--- src/rtl/serial_output.sv ---
// 8N1 UART transmitter fed by a 32-bit stb/ack stream; only bits [7:0] of each
// accepted word go out on the line, LSB first, framed by a start and stop bit.
module serial_output #(
  parameter int CLOCK_FREQUENCY = 100000000,
  parameter int BAUD_RATE       = 115200
) (
  input  logic        clk,
  input  logic        rst,
  input  logic [31:0] in,
  input  logic        in_stb,
  output logic        in_ack,
  output logic        tx
);

  localparam int CLOCKS_PER_BIT = CLOCK_FREQUENCY / BAUD_RATE;
  localparam int CNT_W          = $clog2(CLOCKS_PER_BIT);
  localparam logic [CNT_W-1:0] BAUD_LAST = CNT_W'(CLOCKS_PER_BIT - 1);

  typedef enum logic [1:0] {
    IDLE,
    START,
    DATA,
    STOP
  } state_t;

  state_t           state;
  logic [7:0]       shift;
  logic [2:0]       bit_idx;
  logic [CNT_W-1:0] baud_cnt;
  logic             baud_end;

  // Upper word bits carry nothing for a byte-wide line.
  logic unused_upper;
  assign unused_upper = ^in[31:8];

  assign baud_end = (baud_cnt == BAUD_LAST);

  // The counter free-runs through every bit period of a frame and is parked at
  // zero while idle, so each period is exactly CLOCKS_PER_BIT cycles.
  always_ff @(posedge clk or negedge rst) begin
    if (!rst) begin
      baud_cnt <= '0;
    end else if (state == IDLE) begin
      baud_cnt <= '0;
    end else if (baud_end) begin
      baud_cnt <= '0;
    end else begin
      baud_cnt <= baud_cnt + CNT_W'(1);
    end
  end

  // NOTE: every register here, including the data shift register, is reset so
  // an interrupted frame leaves no residue; state uses non-blocking updates so
  // all branches see the pre-edge values.
  always_ff @(posedge clk or negedge rst) begin
    if (!rst) begin
      state   <= IDLE;
      shift   <= '0;
      bit_idx <= '0;
      in_ack  <= 1'b0;
      tx      <= 1'b1;
    end else begin
      case (state)
        IDLE: begin
          // First edge out of reset only raises ack; a transfer needs ack seen high.
          if (!in_ack) begin
            in_ack <= 1'b1;
          end else if (in_stb) begin
            shift  <= in[7:0];
            in_ack <= 1'b0;
            tx     <= 1'b0;
            state  <= START;
          end
        end
        START: begin
          if (baud_end) begin
            tx      <= shift[0];
            bit_idx <= '0;
            state   <= DATA;
          end
        end
        DATA: begin
          if (baud_end) begin
            shift <= {1'b0, shift[7:1]};
            if (bit_idx == 3'd7) begin
              tx    <= 1'b1;
              state <= STOP;
            end else begin
              bit_idx <= bit_idx + 3'd1;
              tx      <= shift[1];
            end
          end
        end
        STOP: begin
          if (baud_end) begin
            in_ack <= 1'b1;
            state  <= IDLE;
          end
        end
        default: state <= IDLE;
      endcase
    end
  end

endmodule

--- config.mk ---
export PLATFORM = sky130hd
export DESIGN_NAME = serial_output
export DESIGN_NICKNAME = d
export VERILOG_FILES = /design/src/rtl/serial_output.sv
export SDC_FILE = /design/constraint.sdc
export NUM_CORES = 1
export LEC_CHECK = 0
export ABC_AREA = 1
export CAP_MARGIN = 20
export CORE_MARGIN = 4
export CORE_UTILIZATION = 52
export CTS_BUF_LIST = sky130_fd_sc_hd__clkbuf_16
export DETAILED_ROUTE_END_ITERATION = 10
export HOLD_SLACK_MARGIN = 0.05
export PLACE_DENSITY = 0.84
export SYNTH_ARGS = -nofsm -noshare
export SYNTH_HDL_FRONTEND = slang
export SYNTH_SLANG_ARGS = --single-unit
--- constraint.sdc ---
create_clock -name clk -period 3.6 [get_ports clk]
set_clock_uncertainty 0.05 [all_clocks]
set_input_delay 0.36 -clock clk [delete_from_list [all_inputs] [get_ports clk]]
set_output_delay 0.36 -clock clk [all_outputs]
set_load 0.05 [all_outputs]
==> impl_results.md, run 1 <==
* Setup bufs post-CTS at 0
* Endpoints failing setup at 0
* Critical path, cell by cell: inv_1 > ha_1 > inv_2 > nor2_1 > inv_2 > nand2_1 > inv_1 > nor2_1 > inv_1 > a22o_1
* Dominant synthesized flop cell: dfrtp_1
* Post-synth EDFFs at 0
* Mapped cell area at 1430 um2
* Crit Path Category: flop to flop
* Seq pwr share at 34.3%
* Die footprint at 3650 um2
* CTS buffer count at 3
* Static Leak at 0.844 nW
* GRT Total Usage at 19.2%
* Most used routing layer: met2
* Residual DRC count at 0
* Combinational share of power at 46.0%
* Met1 usage at 22.6%
* I/O pin count at 37
* Ys async rst share at 100%
* Hold Crit Class: input pin to asynchronous set/reset pin
* Status: complete, no violations
* Fin. max-slew vios at 0
* Worst vdd rail ir drop at 0.000460 V
* Achievable Freq at 501 MHz
* Count leader, synth: nand2_1
* Post-CTS sizing at 0
* Arrival time worst endpoint at 2.09 ns
* Via density at 5.18
* Synth cell types at 28
* Root Buffer: clkbuf_16
* Grt total ovfl at 0
* Post-CTS Hold Fix Bufs at 0
* Switch Pwr at 0.000525 W
* Initial antenna violation count at 0
* Synthesized Nets at 221
* Synth top area cells: dfrtp_1 42%, nand2_1 17%, ha_1 6.1%, nand3_1 5.6%, inv_1 3.7%
* Met2 Use GR at 32.9%
* Switching Share at 42.9%
* Unrepaired setup endpoints after global routing: no
* Non-filler cells, final at 224
* Post-layout minimum cycle time at 1.99 ns
* DR vias at 1161
* Syn avg cell area at 7.98 um2
* Worst setup EP type: flop
* Max stage delay on crit path at 0.41 ns
* Largest net degree at the start of global routing at 26
* Setup TNS at 0 ns
* Pint at 0.000700 W
* Die width at 60.4 um
* Critical path required time at 3.69 ns
* First-pass GRT wire length at 5150 um
* GP Congestion at 0.805
* Share of cells above drive strength 1 at 11.3%
* CTS sink count at 25
* Drt initial violations at 26
* Number of fill cells in the layout at 220
* Clock share of power at 19.7%
* Nets at 237
* Clk buf depth at 2
* Power per cell area at 729 nW/um2
* Initial Util at 56.1%
* Drt pass-1 iters at 6
* GRT met3 Usage at 4.47%
* Yosys warns at 0
* Final ANT Viol Nets at 0
* Crit path max-delay family: buffers and inverters
* Maxcap violations at 0
* DP HPWL at 2060 um
* Placed Cells at 219
* Worst-skew pair later-pin latency at 0.26 ns
* Ant. Diodes at 0
* Slew @ Worst Pin at 0.535 ns
* Post-Syn Instances at 179
* Core ar. at 2540 um2
* Area leader, netlist: dfrtp_1
* Crit path max-delay cell type: dfrtp_1
* Post-synth top cells: 64 x nand2_1, 24 x dfrtp_1, 16 x nand3_1
* Post-DR wirelength/cell at 12.5 um
* H-tree Lvls at 1
* Slew HR at 64.2%
* Seq cells post-synth at 25
* Most frequent cell on the critical path: inv_1
* WP buf/inv at 5
* Seq/Total Area, Yosys at 43.9%
* Crit Path Max Fanout at 13
* Area Overhead vs Synth at 17.6%
* Die height at 60.4 um
* Post-synth top area share at 42.1%
* CTS tree: yes
* Endpoints failing hold at 0
* Final instance area at 1680 um2
* FP Rows at 18
* Fin crit share at 55.4%
* DP Area at 1570 um2
* CP startpoint kind: flop
* Clock transition at path regs at 0.06 ns
* Routed wire length at 2810 um
* Vias in the first global route at 1207
* I/O Buffers at 12
## per-stage QoR
step	power (W)	setup slack (ns)	hold slack [ns]	util (%)
2_1_floorplan	0.000855	1.97	0.0144	-
3_3_place_gp	0.000957	1.66	0.400	61.8
3_5_place_dp	0.000983	1.63	0.401	61.8
4_1_cts	0.00123	1.60	0.410	64.9
5_1_grt	0.00135	1.47	0.426	66.0
6_report	0.00122	1.61	0.403	66.0
## worst paths after layout
check	start	end	slack, ns	depth (start not counted)
min in group clk	tx	tx	0.41	2
max in group asynchronous	rst	state[0]	2.64	2
min reg2reg	tx	tx	0.41	2
min	rst	baud_cnt[9]	0.40	1
max reg2reg	state[0]	bit_idx[1]	1.61	10
max	state[0]	bit_idx[1]	1.61	10
## worst reg2reg max path: cells and delay by family, from the launching register on
family / cells / cell delay (ns)
buffers and inverters: 5 / 0.51
AND/OR/NAND/NOR: 3 / 0.37
AO/OA/AOI/OAI: 1 / 0.18
flip-flops: 1 / 0.41
adder cells (fa/ha/maj): 1 / 0.38
## metal layers
layer	vias to the layer above	routed length [um]
met3	6	64
li1	597	-
met1	542	1240
met4	0	44
met5	-	0
met2	16	1460
## registers in the layout, summed over array words and instances, names as in the netlist
name and cells:
baud_cnt 10, shift 8, state 2, in_ack 1, bit_idx 3, tx 1
## area by class of cell
type                            instances  area [um2]  area share (%)
Multi-Input combinational cell        134         721            42.9
Clock inverter                          1        3.75           0.224
Clock buffer                            3        75.1            4.47
Timing Repair Buffer                   13         148            8.79
Sequential cell                        25         627            37.3
Tap cell                               30        37.5            2.24
Inverter                               18        67.6            4.02
## cell usage in the layout (no fill, tap or decap), types with 2 or more instances in the layout
cell type | netlist | layout
clkbuf_16 | 0 | 3
dfrtp_1 | 24 | 24
nand2_1 | 64 | 64
inv_1 | 14 | 15
nor2_2 | 2 | 2
clkdlybuf4s50_1 | 0 | 12
ha_1 | 7 | 7
xor2_1 | 3 | 3
a21oi_1 | 3 | 3
o21ai_0 | 2 | 2
inv_2 | 4 | 4
nor3_1 | 4 | 4
nand3_1 | 16 | 16
a22o_1 | 2 | 2
nand2_2 | 3 | 3
nor2_1 | 14 | 14
nor2_4 | 3 | 3
nor3b_1 | 2 | 2
## logic make-up after synthesis
logic type / synth area share (%)
simple gates: 35.6
flops: 43.9
buf+inv: 5.61
compound gates: 6.31
fa+ha+maj: 6.13
xor+xnor: 2.45
## power groups by stage
stage	clock [W]	sequential, W	combinational [W]
6_report	0.000242	0.000420	0.000563
5_1_grt	0.000263	0.000436	0.000649
4_1_cts	0.000248	0.000420	0.000562
3_5_place_dp	0	0.000424	0.000559
3_3_place_gp	0	0.000422	0.000535
2_1_floorplan	0	0.000437	0.000418
(Power assumes the default switching activity.)
==> run 2, diff against run 1 <==
--- a/config.mk
+++ b/config.mk
@@ -8,11 +8,11 @@
 export ABC_AREA = 1
 export CAP_MARGIN = 20
 export CORE_MARGIN = 4
-export CORE_UTILIZATION = 52
+export CORE_UTILIZATION = 43
 export CTS_BUF_LIST = sky130_fd_sc_hd__clkbuf_16
 export DETAILED_ROUTE_END_ITERATION = 10
 export HOLD_SLACK_MARGIN = 0.05
-export PLACE_DENSITY = 0.84
+export PLACE_DENSITY = 0.75
 export SYNTH_ARGS = -nofsm -noshare
 export SYNTH_HDL_FRONTEND = slang
 export SYNTH_SLANG_ARGS = --single-unit
==> constraint.sdc (replaced) <==
create_clock -name clk -period 1.6 [get_ports clk]
set_clock_uncertainty 0.05 [all_clocks]
set_input_delay 0.16 -clock clk [delete_from_list [all_inputs] [get_ports clk]]
set_output_delay 0.16 -clock clk [all_outputs]
set_load 0.05 [all_outputs]
==> impl_results.md, run 2 (synthesis gave the netlist of run 1 again) <==
* Drt pass-1 iters at 4
* Placed Cells at 245
* Endpoints failing hold at 0
* Clock transition at path regs at 0.06 ns
* Slew HR at 77.2%
* Fin crit share at 97.7%
* Routed wire length at 3080 um
* FP Rows at 20
* Share of cells above drive strength 1 at 26.8%
* Setup TNS at 0 ns
* Nets at 256
* I/O pin count at 37
* Power per cell area at 1720 nW/um2
* Crit path max-delay family: simple AND/OR/NAND/NOR gates
* Endpoints failing setup at 0
* First-pass GRT wire length at 4710 um
* Clk buf depth at 2
* Via density at 4.85
* Unrepaired setup endpoints after global routing: yes
* Status: complete, no violations
* Initial antenna violation count at 0
* Fin. max-slew vios at 0
* Most common cell after layout, fill and taps aside: nand2_1
* Reg2reg setup slack at 0.04 ns
* Biggest register: baud_cnt
* Static Leak at 0.927 nW
* Worst vdd rail ir drop at 0.00102 V
* Number of fill cells in the layout at 292
* I/O Buffers at 12
* Post-DR wirelength/cell at 12.0 um
* Biggest regs: baud_cnt: 10 flops, shift: 8 flops, bit_idx: 3 flops
* Max FFs per register at 10
* Crit Path Max Fanout at 5
* Residual DRC count at 0
* Grt total ovfl at 0
* Largest net degree at the start of global routing at 26
* CTS sink count at 25
* Drt initial violations at 54
* Post-CTS Hold Fix Bufs at 0
* CTS tree: yes
* Worst-skew pair later-pin latency at 0.26 ns
* Critical path, cell by cell: ha_2 > nand2_2 > nor2_4 > nand3_4 > o21ai_4 > buf_6 > nand3_2 > nand2_1
* GRT Total Usage at 13.9%
* CP startpoint kind: flop
* Combinational share of power at 54.5%
* Switching Share at 42.1%
* Switch Pwr at 0.00137 W
* Crit Path Category: flop to flop
* H-tree Lvls at 1
* Final Power at 0.00327 W
* Maxcap violations at 0
* Arrival time worst endpoint at 1.71 ns
* Clock share of power at 17.2%
* Final ANT Viol Nets at 0
* Area Overhead vs Synth at 33.1%
* Vias in the first global route at 1130
* Post-layout minimum cycle time at 1.56 ns
* Seq pwr share at 28.3%
* Non-filler cells, final at 257
* Max stage delay on crit path at 0.36 ns
* Critical path required time at 1.75 ns
* Initial Util at 46.0%
* DP HPWL at 2020 um
* Most frequent cells in the layout: 61 x nand2_1, 24 x dfrtp_1, 16 x buf_4
* GP Congestion at 0.785
* DR vias at 1246
* Ant. Diodes at 0
* Core ar. at 3100 um2
* Die height at 65.6 um
* Root Buffer: clkbuf_16
* Pint at 0.00189 W
* Crit path max-delay cell type: dfrtp_1
* Fin util at 61.3%
* Die width at 65.6 um
* Achievable Freq at 640 MHz
* Die footprint at 4310 um2
* Hold Crit Class: input pin to asynchronous set/reset pin
* WP buf/inv at 1
* Worst setup EP type: flop
* Slew @ Worst Pin at 0.339 ns
* CTS buffer count at 3
[run 2: stage by stage]
step | hold WS, ns | setup WS, ns | area, um2
5_1_grt | 0.244 | -0.0428 | 1900
3_5_place_dp | 0.412 | -0.0143 | 1690
4_1_cts | 0.237 | 0.0144 | 1780
2_1_floorplan | -0.186 | 0.0138 | 1430
6_report | 0.224 | 0.0372 | 1900
3_3_place_gp | 0.405 | 0.0310 | 1690
[run 2: power by group through the flow]
stage / clock network [W] / registers [W] / logic (W)
floorplan: 0 / 0.000983 / 0.000947
detailed placement: 0 / 0.000930 / 0.00146
global placement: 0 / 0.000925 / 0.00142
CTS: 0.000577 / 0.000921 / 0.00148
global route: 0.000605 / 0.000947 / 0.00197
finish: 0.000561 / 0.000926 / 0.00178
[run 2: final timing paths]
kind,end,from,depth (start not counted)
setup / recovery,shift[0],baud_cnt[1],8
hold / removal,baud_cnt[6],rst,2
setup reg to reg,shift[0],baud_cnt[1],8
hold reg to reg,shift[1],shift[1],2
max in group asynchronous,tx,rst,2
min in group clk,shift[7],in[7],3
[run 2: cell type report]
class / instances / area (um2) / share of cell area [%]
repair buffers: 30 / 277 / 14.5
inverters: 18 / 67.6 / 3.55
clock buffers: 3 / 75.1 / 3.95
clock inverters: 1 / 7.51 / 0.395
well taps: 44 / 55.1 / 2.90
flip-flops and latches: 25 / 627 / 33.0
multi-input cells: 136 / 792 / 41.7
[run 2: timing repair]
item,CTS,global route
setup buffers,0,6
resized for setup,2,14
pin swaps,1,12
setup endpoints to repair,10,13
cloned,0,2
[run 2: worst reg2reg max path, cell delays in order (launching register included)]
cell and delay (ns):
dfrtp_1 0.36, ha_2 0.19, nand2_2 0.06, nor2_4 0.15, nand3_4 0.14, o21ai_4 0.26
buf_6 0.17, nand3_2 0.06, nand2_1 0.06
[run 2: per-layer routing]
layer  vias to the layer above  global-route usage, %  part of all wire [%]
met1                       580                   16.9                    43
met3                         4                   3.42                   4.4
met2                        28                   24.0                    51
met4                         0                   4.40                  0.88
met5                         -                      0                     0
li1                        634                      -                     -
==> run 3, diff against run 2 <==
--- a/config.mk
+++ b/config.mk
@@ -11,7 +11,9 @@
 export CORE_UTILIZATION = 43
 export CTS_BUF_LIST = sky130_fd_sc_hd__clkbuf_16
 export DETAILED_ROUTE_END_ITERATION = 10
+export GPL_ROUTABILITY_DRIVEN = 0
 export HOLD_SLACK_MARGIN = 0.05
+export MAX_ROUTING_LAYER = met4
 export PLACE_DENSITY = 0.75
 export SYNTH_ARGS = -nofsm -noshare
 export SYNTH_HDL_FRONTEND = slang
==> impl_results.md, run 3 (synthesis gave the netlist of run 1 again) <==
* Status: complete, no violations
* CTS sink count at 25
* I/O pin count at 37
* Unrepaired setup endpoints after global routing: yes
* Final Power at 0.00327 W
* Core ar. at 3100 um2
* Worst vdd rail ir drop at 0.00103 V
* Grt total ovfl at 0
* Most common cell after layout, fill and taps aside: nand2_1
* Biggest register: baud_cnt
* Biggest regs: baud_cnt: 10 flops, shift: 8 flops, bit_idx: 3 flops
* Post-layout minimum cycle time at 1.57 ns
* R2R cell count at 8
* Power per cell area at 1720 nW/um2
* Ant. Diodes at 0
* DR vias at 1243
* Clock transition at path regs at 0.06 ns
* Hold Crit Class: input pin to asynchronous set/reset pin
* Routed wire length at 3090 um
* Fin crit share at 98.2%
* Residual DRC count at 0
* Hold WS at 0.224 ns
* Non-filler cells, final at 257
* Drt pass-1 iters at 4
* Worst setup EP type: flop
* WL met3 at 107 um
* DP HPWL at 2020 um
* Initial Util at 46.0%
* Worst-skew pair later-pin latency at 0.26 ns
* Arrival time worst endpoint at 1.72 ns
* Max FFs per register at 10
* Static Leak at 0.927 nW
* Placed Cells at 245
* Met2 routed wirelength at 1590 um
* FF-to-FF End: shift[3]
* GRT Total Usage at 14.3%
* Maxcap violations at 0
* Crit Path Category: flop to flop
* Final ANT Viol Nets at 0
* Via density at 4.84
* Critical path required time at 1.75 ns
* Nets at 256
* RR Startpoint: baud_cnt[1]
* Post-DR wirelength/cell at 12.0 um
* Drt initial violations at 69
* Most frequent cells in the layout: 61 x nand2_1, 24 x dfrtp_1, 16 x buf_4
* Area Overhead vs Synth at 33.1%
* Slew @ Worst Pin at 0.339 ns
* FP Rows at 20
* Max Used Layer: met4
* H-tree Lvls at 1
* CTS buffer count at 3
* Reg2reg setup slack at 0.03 ns
* Clk buf depth at 2
* Fin util at 61.3%
* CTS tree: yes
* Die height at 65.6 um
* Fin. max-slew vios at 0
* Endpoints failing setup at 0
* Die width at 65.6 um
* Slew HR at 77.2%
* Vias in the first global route at 1127
* Largest net degree at the start of global routing at 26
* CP startpoint kind: flop
* First-pass GRT wire length at 4730 um
* Root Buffer: clkbuf_16
* Achievable Freq at 636 MHz
* Post-CTS Hold Fix Bufs at 0
* I/O Buffers at 12
* Share of cells above drive strength 1 at 26.8%
* Endpoints failing hold at 0
* Metal1 wirelength at 1350 um
* Crit Path Max Fanout at 5
* Initial antenna violation count at 0
* Number of fill cells in the layout at 292
* Setup TNS at 0 ns
* Die footprint at 4310 um2
[run 3: per-layer routing]
| layer | vias to the layer above | global-route usage, % |
|---|---|---|
| li1 | 634 | - |
| met1 | 581 | 17.0 |
| met2 | 22 | 24.0 |
| met3 | 6 | 3.42 |
| met4 | 0 | 4.40 |
| met5 | - | - |
[run 3: worst max-delay path, stage by stage, from the launching register on]
cell and delay (ns):
dfrtp_1 0.36, ha_2 0.19, nand2_2 0.06, nor2_4 0.15, nand3_4 0.14, o21ai_4 0.26
buf_6 0.17, nand3_2 0.07, nand2_1 0.06
[run 3: timing repair]
item | in CTS | in global routing
pin swaps | 1 | 12
endpoints found under the setup margin | 10 | 13
setup buffers | 0 | 6
cloned | 0 | 2
gates resized for setup | 2 | 14
[run 3: worst max-delay path by stage]
stage	startpoint	to	slack (ns)
4_1_cts	bit_idx[0]	bit_idx[2]	0.01
3_3_place_gp	bit_idx[0]	bit_idx[2]	0.03
6_report	baud_cnt[1]	shift[3]	0.03
2_1_floorplan	state[0]	shift[7]	0.01
5_1_grt	baud_cnt[1]	shift[6]	-0.04
3_5_place_dp	state[1]	shift[3]	-0.01
[run 3: metrics by stage]
step	cell area (um2)	setup slack (ns)
2_1_floorplan	1430	0.0138
3_3_place_gp	1690	0.0310
3_5_place_dp	1690	-0.0143
4_1_cts	1780	0.0144
5_1_grt	1900	-0.0428
6_report	1900	0.0282
[run 3: final cells by class]
type / instances / area (um2) / area share [%]
Timing Repair Buffer: 30 / 277 / 14.5
Multi-Input combinational cell: 136 / 792 / 41.7
Sequential cell: 25 / 627 / 33.0
Tap cell: 44 / 55.1 / 2.90
Clock inverter: 1 / 7.51 / 0.395
Inverter: 18 / 67.6 / 3.55
Clock buffer: 3 / 75.1 / 3.95
[run 3: power breakdown]
group	switching [W]	internal, W	total, W	leakage, nW
combinational	0.00104	0.000737	0.00178	0.565
clock	0.000221	0.000339	0.000560	0.0371
sequential	0.000110	0.000815	0.000925	0.325
total	0.00137	0.00189	0.00327	0.927
